--- config.mk ---
export PLATFORM = sky130hd
export DESIGN_NAME = shift_sequencer
export DESIGN_NICKNAME = d
export VERILOG_FILES = /design/src/rtl/shift_sequencer.sv
export SDC_FILE = /design/constraint.sdc
export NUM_CORES = 1
export LEC_CHECK = 0
export ABC_AREA = 1
export BUFFER_PORTS_ARGS = -buffer_cell sky130_fd_sc_hd__buf_4
export CAP_MARGIN = 20
export CORE_MARGIN = 2
export CORE_UTILIZATION = 46
export CTS_CLUSTER_SIZE = 12
export DETAILED_ROUTE_END_ITERATION = 7
export PLACE_DENSITY = 0.84
export SLEW_MARGIN = 5
export SYNTH_ARGS = -nofsm -noshare
export SYNTH_HDL_FRONTEND = slang
export SYNTH_SLANG_ARGS = --single-unit
export TNS_END_PERCENT = 1
--- constraint.sdc ---
create_clock -name clk -period 2.1 [get_ports clk]
set_clock_uncertainty 0.05 [all_clocks]
set_input_delay 0.315 -clock clk [delete_from_list [all_inputs] [get_ports clk]]
set_output_delay 0.315 -clock clk [all_outputs]
set_load 0.005 [all_outputs]
--- src/rtl/shift_sequencer.sv ---
// Shift-by-N controller: iterates a single-step shifter N times over a
// request/result valid-ready pair, reporting zero and last-carry-out flags.

module shifter (
  input  logic [15:0] din,
  input  logic [1:0]  shift,
  output logic [15:0] dout
);
  always_comb begin
    dout = din;
    case (shift)
      2'b01:   dout = {din[14:0], 1'b0};
      2'b10:   dout = {1'b0, din[15:1]};
      2'b11:   dout = {din[15], din[15:1]};
      default: dout = din;
    endcase
  end
endmodule

module shift_sequencer #(
  parameter int AMT_W = 4
) (
  input  logic             clk,
  input  logic             rst_n,
  input  logic             req_valid,
  output logic             req_ready,
  input  logic [15:0]      req_data,
  input  logic [1:0]       req_op,
  input  logic [AMT_W-1:0] req_amt,
  output logic             res_valid,
  input  logic             res_ready,
  output logic [15:0]      res_data,
  output logic             res_zero,
  output logic             res_carry,
  output logic             busy
);
  typedef enum logic [1:0] {IDLE, SHIFT, DONE} state_t;

  state_t           state_reg, state_next;
  logic [15:0]      acc_reg, acc_next;
  logic [1:0]       op_reg, op_next;
  logic [AMT_W-1:0] cnt_reg, cnt_next;
  logic             carry_reg, carry_next;
  logic [15:0]      step_out;

  shifter u_shifter (
    .din   (acc_reg),
    .shift (op_reg),
    .dout  (step_out)
  );

  always_ff @(posedge clk or negedge rst_n) begin
    if (!rst_n) begin
      state_reg <= IDLE;
      acc_reg   <= '0;
      op_reg    <= '0;
      cnt_reg   <= '0;
      carry_reg <= 1'b0;
    end else begin
      state_reg <= state_next;
      acc_reg   <= acc_next;
      op_reg    <= op_next;
      cnt_reg   <= cnt_next;
      carry_reg <= carry_next;
    end
  end

  always_comb begin
    state_next = state_reg;
    acc_next   = acc_reg;
    op_next    = op_reg;
    cnt_next   = cnt_reg;
    carry_next = carry_reg;
    case (state_reg)
      IDLE: begin
        if (req_valid) begin
          acc_next   = req_data;
          op_next    = req_op;
          cnt_next   = req_amt;
          carry_next = 1'b0;
          // Pass op or zero amount skips SHIFT entirely, so carry stays 0.
          if (req_amt == '0 || req_op == 2'b00) state_next = DONE;
          else                                  state_next = SHIFT;
        end
      end
      SHIFT: begin
        acc_next   = step_out;
        cnt_next   = cnt_reg - 1'b1;
        carry_next = (op_reg == 2'b01) ? acc_reg[15] : acc_reg[0];
        if (cnt_reg == AMT_W'(1)) state_next = DONE;
      end
      DONE: begin
        if (res_ready) state_next = IDLE;
      end
      default: state_next = IDLE;
    endcase
  end

  // All outputs decode from registers only; acc holds until the next accept.
  assign req_ready = (state_reg == IDLE);
  assign res_valid = (state_reg == DONE);
  assign busy      = (state_reg != IDLE);
  assign res_data  = acc_reg;
  assign res_zero  = (acc_reg == 16'h0000);
  assign res_carry = carry_reg;
endmodule

==> results of run 1 <==
layer usage:
metal  GRT usage [%]  share of wire (%)  vias up  routed length [um]
li1                -                  -      871                   -
met1            26.1                 44      738                1720
met2            37.8                 50       47                1920
met3            4.64                5.5        2                 215
met4            7.61               0.59        0                  23
met5               0                  0        -                   0
cell usage after synthesis:
library cell and count:
sky130_fd_sc_hd__a21oi_1 5, sky130_fd_sc_hd__buf_2 4, sky130_fd_sc_hd__buf_4 1, sky130_fd_sc_hd__buf_6 2, sky130_fd_sc_hd__clkbuf_1 1, sky130_fd_sc_hd__clkinv_1 1, sky130_fd_sc_hd__dfrtp_1 25, sky130_fd_sc_hd__ha_1 2
sky130_fd_sc_hd__inv_1 23, sky130_fd_sc_hd__inv_2 3, sky130_fd_sc_hd__inv_4 1, sky130_fd_sc_hd__nand2_1 135, sky130_fd_sc_hd__nand2_2 2, sky130_fd_sc_hd__nand2_4 1, sky130_fd_sc_hd__nand3_1 19, sky130_fd_sc_hd__nand3_2 1
sky130_fd_sc_hd__nor2_1 12, sky130_fd_sc_hd__nor2_4 1, sky130_fd_sc_hd__nor3_1 4, sky130_fd_sc_hd__o21ai_0 10, sky130_fd_sc_hd__o21ai_2 1, sky130_fd_sc_hd__xnor2_1 1
stage by stage:
stage	power (mW)	std cells
6_report	2.97	347
5_1_grt	3.32	347
4_1_cts	2.98	347
3_5_place_dp	2.75	342
3_3_place_gp	2.70	342
2_1_floorplan	2.18	255
kinds of logic after synthesis:
group / Yosys count / synth area share, %
AO/OA/AOI/OAI: 16 / 5.19
XOR/XNOR: 1 / 0.542
adder cells (fa/ha/maj): 2 / 1.55
buffers and inverters: 36 / 9.98
flip-flops: 25 / 38.7
AND/OR/NAND/NOR: 175 / 44.0
worst min path at each step:
stage                    from                  endpoint  slack (ns)  cells past startpoint
floorplan               rst_n    cnt_reg[0]$_DFFE_PN0P_       -0.03                      0
global placement        rst_n  res_data[10]$_DFFE_PN0P_        0.19                      1
detailed placement      rst_n  res_data[10]$_DFFE_PN0P_        0.19                      1
CTS                 req_op[0]     op_reg[0]$_DFFE_PN0P_        0.17                      3
global route        req_op[1]     op_reg[1]$_DFFE_PN0P_        0.18                      3
finish              req_op[0]     op_reg[0]$_DFFE_PN0P_        0.18                      3
cell usage in the layout (no fill, tap or decap), drive strengths merged:
cell type and n:
nand2 138, buf 49, inv 27, dfrtp 25, nand3 20, nor2 13, o21ai 11, a21oi 5
nor3 4, clkbuf 3, ha 2, clkinv 2, xnor2 1, dlygate4sd3 1
critical path: cells and delay by family (launching register included):
kind / cells / cell delay, ns
buffers and inverters: 2 / 0.20
flip-flops: 1 / 0.46
AND/OR/NAND/NOR: 4 / 0.37
power by group through the flow:
stage,Sequential [mW],Clock (mW),Combinational [mW]
final,0.947,0.227,1.79
after global routing,0.986,0.259,2.07
after CTS,0.943,0.232,1.80
after detailed placement,0.952,0,1.79
after global placement,0.949,0,1.75
after floorplan,0.921,0,1.25
layout make-up:
type	count	share of cell area, %
multi-input combinational	194	41.0
inverter	28	5.31
sequential	25	30.9
tap	46	2.84
timing repair buffer	50	18.7
clock buffer	3	1.11
clock inverter	1	0.247
repair_timing:
item                      4_1_cts  5_1_grt
buffers inserted                0        0
hold endpoints to repair       25        0
hold buffers                    1        0
==> summary by stage, run 1 <==
Outcome
The flow ran to the end, and the final reports show no timing, DRC or antenna violations.

Timing
Setup repair after global routing left no endpoint under its margin. Once routing completed, OpenROAD measured the worst setup slack at 0.378 ns. Timing would allow up to between 0.5 and 0.6 GHz. The final cycle utilization of the critical path is 82.0%. The time the final worst path needs with I/O delays and setup is 1.72 ns. The max-slew violation total from the final report is 0. The worst hold slack after final layout is 0.182 ns. Setup violations remaining at the end of the flow were counted as 0. The number of hold violations in the final report is 0. Measured against its own limit, the worst slew margin works out to 50.9%. After routing, the total negative slack on setup checks comes to 0 ns.

For the pin with the worst max-slew slack, the measured transition is between 0.7 and 0.8 ns.

Global routing
Global routing used 21.6% of the available tracks across all layers. The largest net degree at the start of global routing is 26. The number of global-route vias before repair was 1,579. The global-route wire length before repair is 6920 um. The remaining global-route overflow is 0. The initial antenna violation count is 0.

Worst setup path
The kind of critical path is flip-flop to primary output. The kind of launch point of the worst setup path is a flip-flop. The worst register-to-register path has a setup slack of 0.49 ns.

The arrival time of data at the critical path endpoint is about 1.4 ns. The most critical setup path has its endpoint at res_zero. For this run, the slowest stage of the critical path takes 0.46 ns.

Walking the worst path, the cells encountered are inv_1 -> nand2_1 -> nor3_1 -> nand2_1 -> nor2_1 -> buf_4. The most critical setup path has its startpoint at res_data[15]$_DFFE_PN0P_. In this design, the critical path's most frequently occurring cell is sky130_fd_sc_hd__nand2_1. The worst register-to-register path begins at state_reg[1]$_DFFE_PN0P_. STA classifies the critical path endpoint as a primary output.

Of all nets on the critical path, the largest fanout is 4. STA puts the critical path data required time at 1.74 ns. For the worst flop-to-flop path, the logic depth is 6. In this run the critical register-to-register path is captured at cnt_reg[1]$_DFFE_PN0P_. The slowest stage cell on the critical path is sky130_fd_sc_hd__dfrtp_1.

Detailed routing
In the routed design, unresolved DRC markers number 0. The pre-antenna-repair detailed-routing pass consisted of 4 iterations. The detailed router finished its first iteration with 113 violations.

The final layout contains routed wiring with a total length of 3870 um. The per-cell via count in the routed design is about 4.8. The count of nets left with antenna violations once routing finished came out at 0.

Dividing the detail-routed wire length by the instance count gives 11.2 um. For this block, the via count after detailed routing is about 1,700.

Floorplanning
Row generation in the floorplan step produced 21 rows. The die covers about 4000 um2. The count of boundary I/O pins is 47. For this configuration, the core starts out at a cell density of roughly half. In this run the horizontal extent of the chip is ~63 um. The vertical extent of the die is around 63 um. The placeable core region is approximately 3400 um2.

CTS
Clock tree synthesis selected as its root buffer the cell sky130_fd_sc_hd__clkbuf_4. TritonCTS built the clock tree. The later pin in the worst-skew pair is clocked with a latency of between 0.3 and 0.4 ns. The number of clock buffers inserted by TritonCTS is 3. The H-tree depth reported by CTS is 1. The count of instances resized after the clock tree is built is 0. The clock-pin transition on the worst setup and hold timing paths is 0.15 ns. The number of buffers on the longest clock path is 2. The clock drives 25 sinks.

Place
The final estimated routing congestion in global placement is 0.838. The HPWL reported at the end of detailed placement is 2810 um. Once placement finished, the instance area stood at 1990 um2. The worst slack at placement is just under 0.5 ns. Port buffering added 46 buffers.

Synthesis
The Yosys warning count is 0. Ranked by total cell area, the synthesized netlist is headed by sky130_fd_sc_hd__dfrtp_1 39%, sky130_fd_sc_hd__nand2_1 31%, sky130_fd_sc_hd__nand3_1 5.9%. The cell type contributing the most total cell area after synthesis is sky130_fd_sc_hd__dfrtp_1.

Counting flops and latches in the post-synthesis netlist gives 25. The count of mapped cells out of synthesis is ~260. The number of different library cells used by synthesis comes to 22. The cell area that synthesis handed to floorplanning was 1620 um2. The average cell area after synthesis is 6.34 um2. The synthesized netlist net count is 283. The portion of synthesized cell area occupied by the leading cell type is 38.7%.

Sequential elements use 38.7% of the synthesized area.

Power and ir drop
The maximum vdd drop is 0.849 mV. The fraction of power spent switching nets is 48.9%. The share of total power in sequential cells is between 30% and 40%. The switching power is 1.45 mW. The clock power share is under 10%. The power density over the cells is roughly 1500 nW/um2. Summed over all cells, the static leakage comes to 1.18 nW. The internal cell power is 1.52 mW. Of the total power, combinational logic draws between 60 and 70%.

Finish
The share of final-layout standard cells stronger than drive strength 1 is 20.9%. The number of flip-flops under the largest register name is 16. The number of antenna diodes in the final layout is 0. The storage element area is roughly 630 um2.

The final cell utilization of the core is 60.2%. With fillers left out, the area of the finished cells amounts to 2030 um2. From synthesis to final layout, the design area changed by 25.3%. In the final layout, the multi-input gates occupy 830 um2.

The filler cell count is about 350. The number of nets in the final layout is 330.

Run
Across the run, the number of max-cap violations was 0.

Hold path
The path type of the worst min-delay path is input port to flip-flop.
Power figures use the tool's default switching activity.
==> inputs of run 2 (changes only) <==
- ABC_AREA: 1 -> 0
- PLACE_DENSITY: 0.84 -> 0.86
- clock period: 2.1 -> 1.7 ns (I/O delays scaled with it)
==> run 2 against run 1 <==
The flow now finishes with violations (negative setup slack). Largest cell class unchanged. Register-to-register slack got worse by 0.34 ns. Cell area down 5.9%. Highest routed layer unchanged. Power up 17%. Non-clock buffer count increased by 10. Die area fell by 12%.
==> summary by stage, run 2 <==
Global routing
The number of global-route vias before repair was 1,265 (-20%). The initial antenna violation count is 0 (unchanged). The remaining global-route overflow was 0 (unchanged).

The global-route wire length before repair is 5810 um (-16%). The total global routing track utilization is 21.5% (-0.093 points). The largest net degree at the start of global routing is 26 (unchanged).

Timing
Setup repair after global routing could not meet its margin everywhere. The time the final worst path needs with I/O delays and setup is around 1.7 ns. The number of hold violations in the final report is 0 (unchanged). The headroom to the max-slew limit is 62.2% (+11 points). The number of failing setup endpoints in the final timing report is 1 (+1).

The setup total negative slack is -0.0352 ns (-0.0352 ns). The setup slack after layout is -0.0352 ns (-0.413 ns). The transition time at the pin with the least slew margin is 0.566 ns (-0.169 ns). The max-slew violation total from the final report was 0 (unchanged). Based on the critical path, the design can be clocked at up to roughly 0.58 GHz. The final cycle utilization of the critical path is 102%.

Synthesis
The post-synthesis register bit count is 25 (unchanged). The commonest cells after synthesis are 25 x sky130_fd_sc_hd__dfrtp_1, 14 x sky130_fd_sc_hd__a221o_1, 13 x sky130_fd_sc_hd__a22o_1, 9 x sky130_fd_sc_hd__nand2_1, 8 x sky130_fd_sc_hd__inv_1. The largest total area in the synthesized netlist belongs to sky130_fd_sc_hd__dfrtp_1.

The share of synthesized registers carrying an async set or reset is 100% (unchanged). Sorting the synthesized cells by area gives the leading types as sky130_fd_sc_hd__dfrtp_1 44%, sky130_fd_sc_hd__a221o_1 9.9%, sky130_fd_sc_hd__a22o_1 8.1%. The Yosys warning count was 0 (unchanged).

By instance count, the leading cell after synthesis is sky130_fd_sc_hd__dfrtp_1. The most used flip-flop cell after synthesis is sky130_fd_sc_hd__dfrtp_1. The portion of synthesized cell area occupied by the leading cell type is 44.2% (+5.5 points).

The count of cell types in the netlist is 37 (+68%). The share of synthesized area occupied by flip-flops and latches is 44.2% (+5.5 points). The post-synth design cell area is 1410 um2 (-13%). The number of flops mapped to enable cells by yosys is 0 (unchanged). The synthesized netlist net count is 161 (-43%). The average cell area after synthesis is 10.6 um2 (+68%).

The count of mapped cells out of synthesis is 133 (-48%).

Hold path
The path type of the worst min-delay path is input port to flip-flop.

Finish
The share of final-layout standard cells stronger than drive strength 1 is 41.8% (+21 points). Relative to the synthesized area, the layout overhead comes to 34.8%. The filler cell count came to 225 (-36%). The number of flip-flops under the largest register name is 16 (unchanged). The count of antenna diodes in the layout is 0 (unchanged). The number of nets in the final layout was 218 (-34%). The commonest non-fill, non-tap cell in the layout is sky130_fd_sc_hd__buf_4.

The total non-filler cell area in the finished layout is 1910 um2 (-5.9%). The final cell utilization of the core is 64.0% (+3.8 points). In the layout the commonest cells are 59 x sky130_fd_sc_hd__buf_4, 21 x sky130_fd_sc_hd__dfrtp_1, 14 x sky130_fd_sc_hd__a221o_1. The final standard cell count with taps included and fillers excluded came to 222 (-36%).

CTS
The number of clock buffers inserted by TritonCTS was 3 (unchanged). The tree is rooted in a sky130_fd_sc_hd__clkbuf_4. The number of clock sinks is 25 (unchanged). The number of buffers on the longest clock path is 2 (unchanged). The H-tree depth reported by CTS is 1 (unchanged).

The clock-pin transition on the worst setup and hold timing paths is 0.15 ns (about the same). The clock latency reported for the late side of the worst-skew pair came to 0.33 ns (about the same). TritonCTS built the clock tree.

Run
The max-cap check violation count is 0 (unchanged).

Floorplanning
The area of the die is 3530 um2 (-12%). The placeable core region came to 2980 um2 (-11%). The starting density of the core is 47.5% (-0.59 points).

The vertical extent of the die is 59.4 um (-6.1%). The count of boundary I/O pins is 47 (unchanged). The chip width is 59.4 um (-6.1%). The placement row count is 20 (-4.8%).

Worst setup path
The largest individual stage delay along the critical path comes from the cell sky130_fd_sc_hd__dfrtp_1. The peak per-stage delay on the critical path was 0.47 ns (about the same). The kind of critical path is flip-flop to primary output.

The arrival time of data at the critical path endpoint is 1.43 ns (+0.07 ns). The sort of element at the end of the critical path is a primary output. The required time reported for the critical path endpoint came to 1.39 ns (-0.35 ns). The highest fanout seen on the critical path was 5 (+1).

The signal on the critical path passes through nor4_1 -> and4_1 -> buf_4. The worst setup path is launched from a flip-flop.

Detailed routing
The remaining antenna violation count is 0 (unchanged). The total DRC errors in the routed layout is 0 (unchanged). The total via count in the routed design came to 1,348 (-19%). The count of TritonRoute iterations in the first routing pass is 4 (unchanged).

The per-cell via count in the routed design is 6.07 (+27%). The wire length after detailed routing was 3740 um (-3.5%). The number of DRC markers after the initial detailed-route iteration is 65 (-42%).

The mean routed wirelength per cell came to 16.8 um (+51%).

Power and ir drop
The fraction of power spent switching nets is 41.1% (-7.7 points). The cell leakage power is 0.917 nW (-22%). The switching power is 1.43 mW (-1.4%). The share of total power in sequential cells was 36.3% (+4.4 points). The maximum vdd drop was 0.792 mV (-6.7%). The combinational power share is 55.7% (-4.7 points). The power density over the cells is 1820 nW/um2 (+25%). The internal cell power is 2.05 mW (+35%). The clock power share is 8.1% (+0.5 points).

Place
The post-detailed-placement cell area is 1800 um2 (-9.4%). The HPWL reported at the end of detailed placement was 2640 um (-6.3%). The worst slack at placement is -0.0189 ns (-0.515 ns).

The count of buffers inserted at the top-level ports came to 46 (unchanged). The final estimated routing congestion in global placement is 0.817 (-2.5%). The number of placed instances with taps included came to 212 (-38%).

Outcome
The checks that failed: negative setup slack. The run finished, with violations left.
==> run 2: final timing paths <==
| path | start | to | slack [ns] | cells after the start |
|---|---|---|---|---|
| worst max-delay path | res_data[3]$_DFFE_PN0P_ | res_zero | -0.04 | 3 |
| worst min-delay path | req_op[1] | op_reg[1]$_DFFE_PN0P_ | 0.06 | 3 |
| worst max register to register | state_reg[1]$_DFFE_PN0P_ | res_data[14]$_DFFE_PN0P_ | 0.15 | 4 |
| worst min register to register | res_carry$_DFFE_PN0P_ | res_carry$_DFFE_PN0P_ | 0.47 | 2 |
| max in group asynchronous | rst_n | state_reg[0]$_DFFE_PN0P_ | 1.05 | 2 |
| min in group asynchronous | rst_n | res_data[9]$_DFFE_PN0P_ | 0.28 | 2 |
==> run 2: power groups by stage <==
stage | sequential [mW] | combinational [mW] | clock, mW
global route | 1.30 | 2.12 | 0.305
detailed placement | 1.25 | 1.79 | 0
global placement | 1.23 | 1.73 | 0
finish | 1.26 | 1.93 | 0.280
floorplan | 1.18 | 1.15 | 0
CTS | 1.25 | 1.80 | 0.286
==> run 2: cell type report <==
cell class                 instances  area [um2]  area share, %
multi-input combinational         92         721           37.8
sequential                        25         631           33.1
timing repair buffer              60         453           23.8
tap                               33        41.3           2.17
inverter                           8        30.0           1.58
clock buffer                       3        22.5           1.18
clock inverter                     1        7.51          0.394
==> run 2: cell families after synthesis <==
group	after synthesis	synth area share (%)
flops	25	44.2
buf+inv	16	6.37
compound gates	49	29.0
simple gates	38	16.4
mux	3	2.21
fa+ha+maj	2	1.77
==> run 2: worst max-delay path: cells and delay by family (launching register included) <==
kind	cells	cell delay [ns]
buf+inv	1	0.11
flops	1	0.47
simple gates	2	0.52
==> run 2: per-layer routing <==
metal / part of all wire, % / vias to the layer above / track usage [%]
li1: - / 631 / -
met1: 41 / 660 / 29.1
met2: 52 / 52 / 34.7
met3: 5.8 / 5 / 2.18
met4: 1.1 / 0 / 9.42
met5: 0 / - / 0
==> run 2: through the flow <==
stage	total power [mW]	hold slack, ns
after floorplan	2.33	-0.0906
after global placement	2.96	0.119
after detailed placement	3.04	0.121
after CTS	3.34	0.0631
after global routing	3.72	0.0815
final	3.48	0.0610
==> run 2: repair_timing <==
item | in CTS | in global routing
setup endpoints to repair | 14 | 3
hold buffers | 1 | 0
cloned | 0 | 0
endpoints found under the hold margin | 25 | 0
gates resized for setup | 2 | 7
setup buffers | 0 | 5
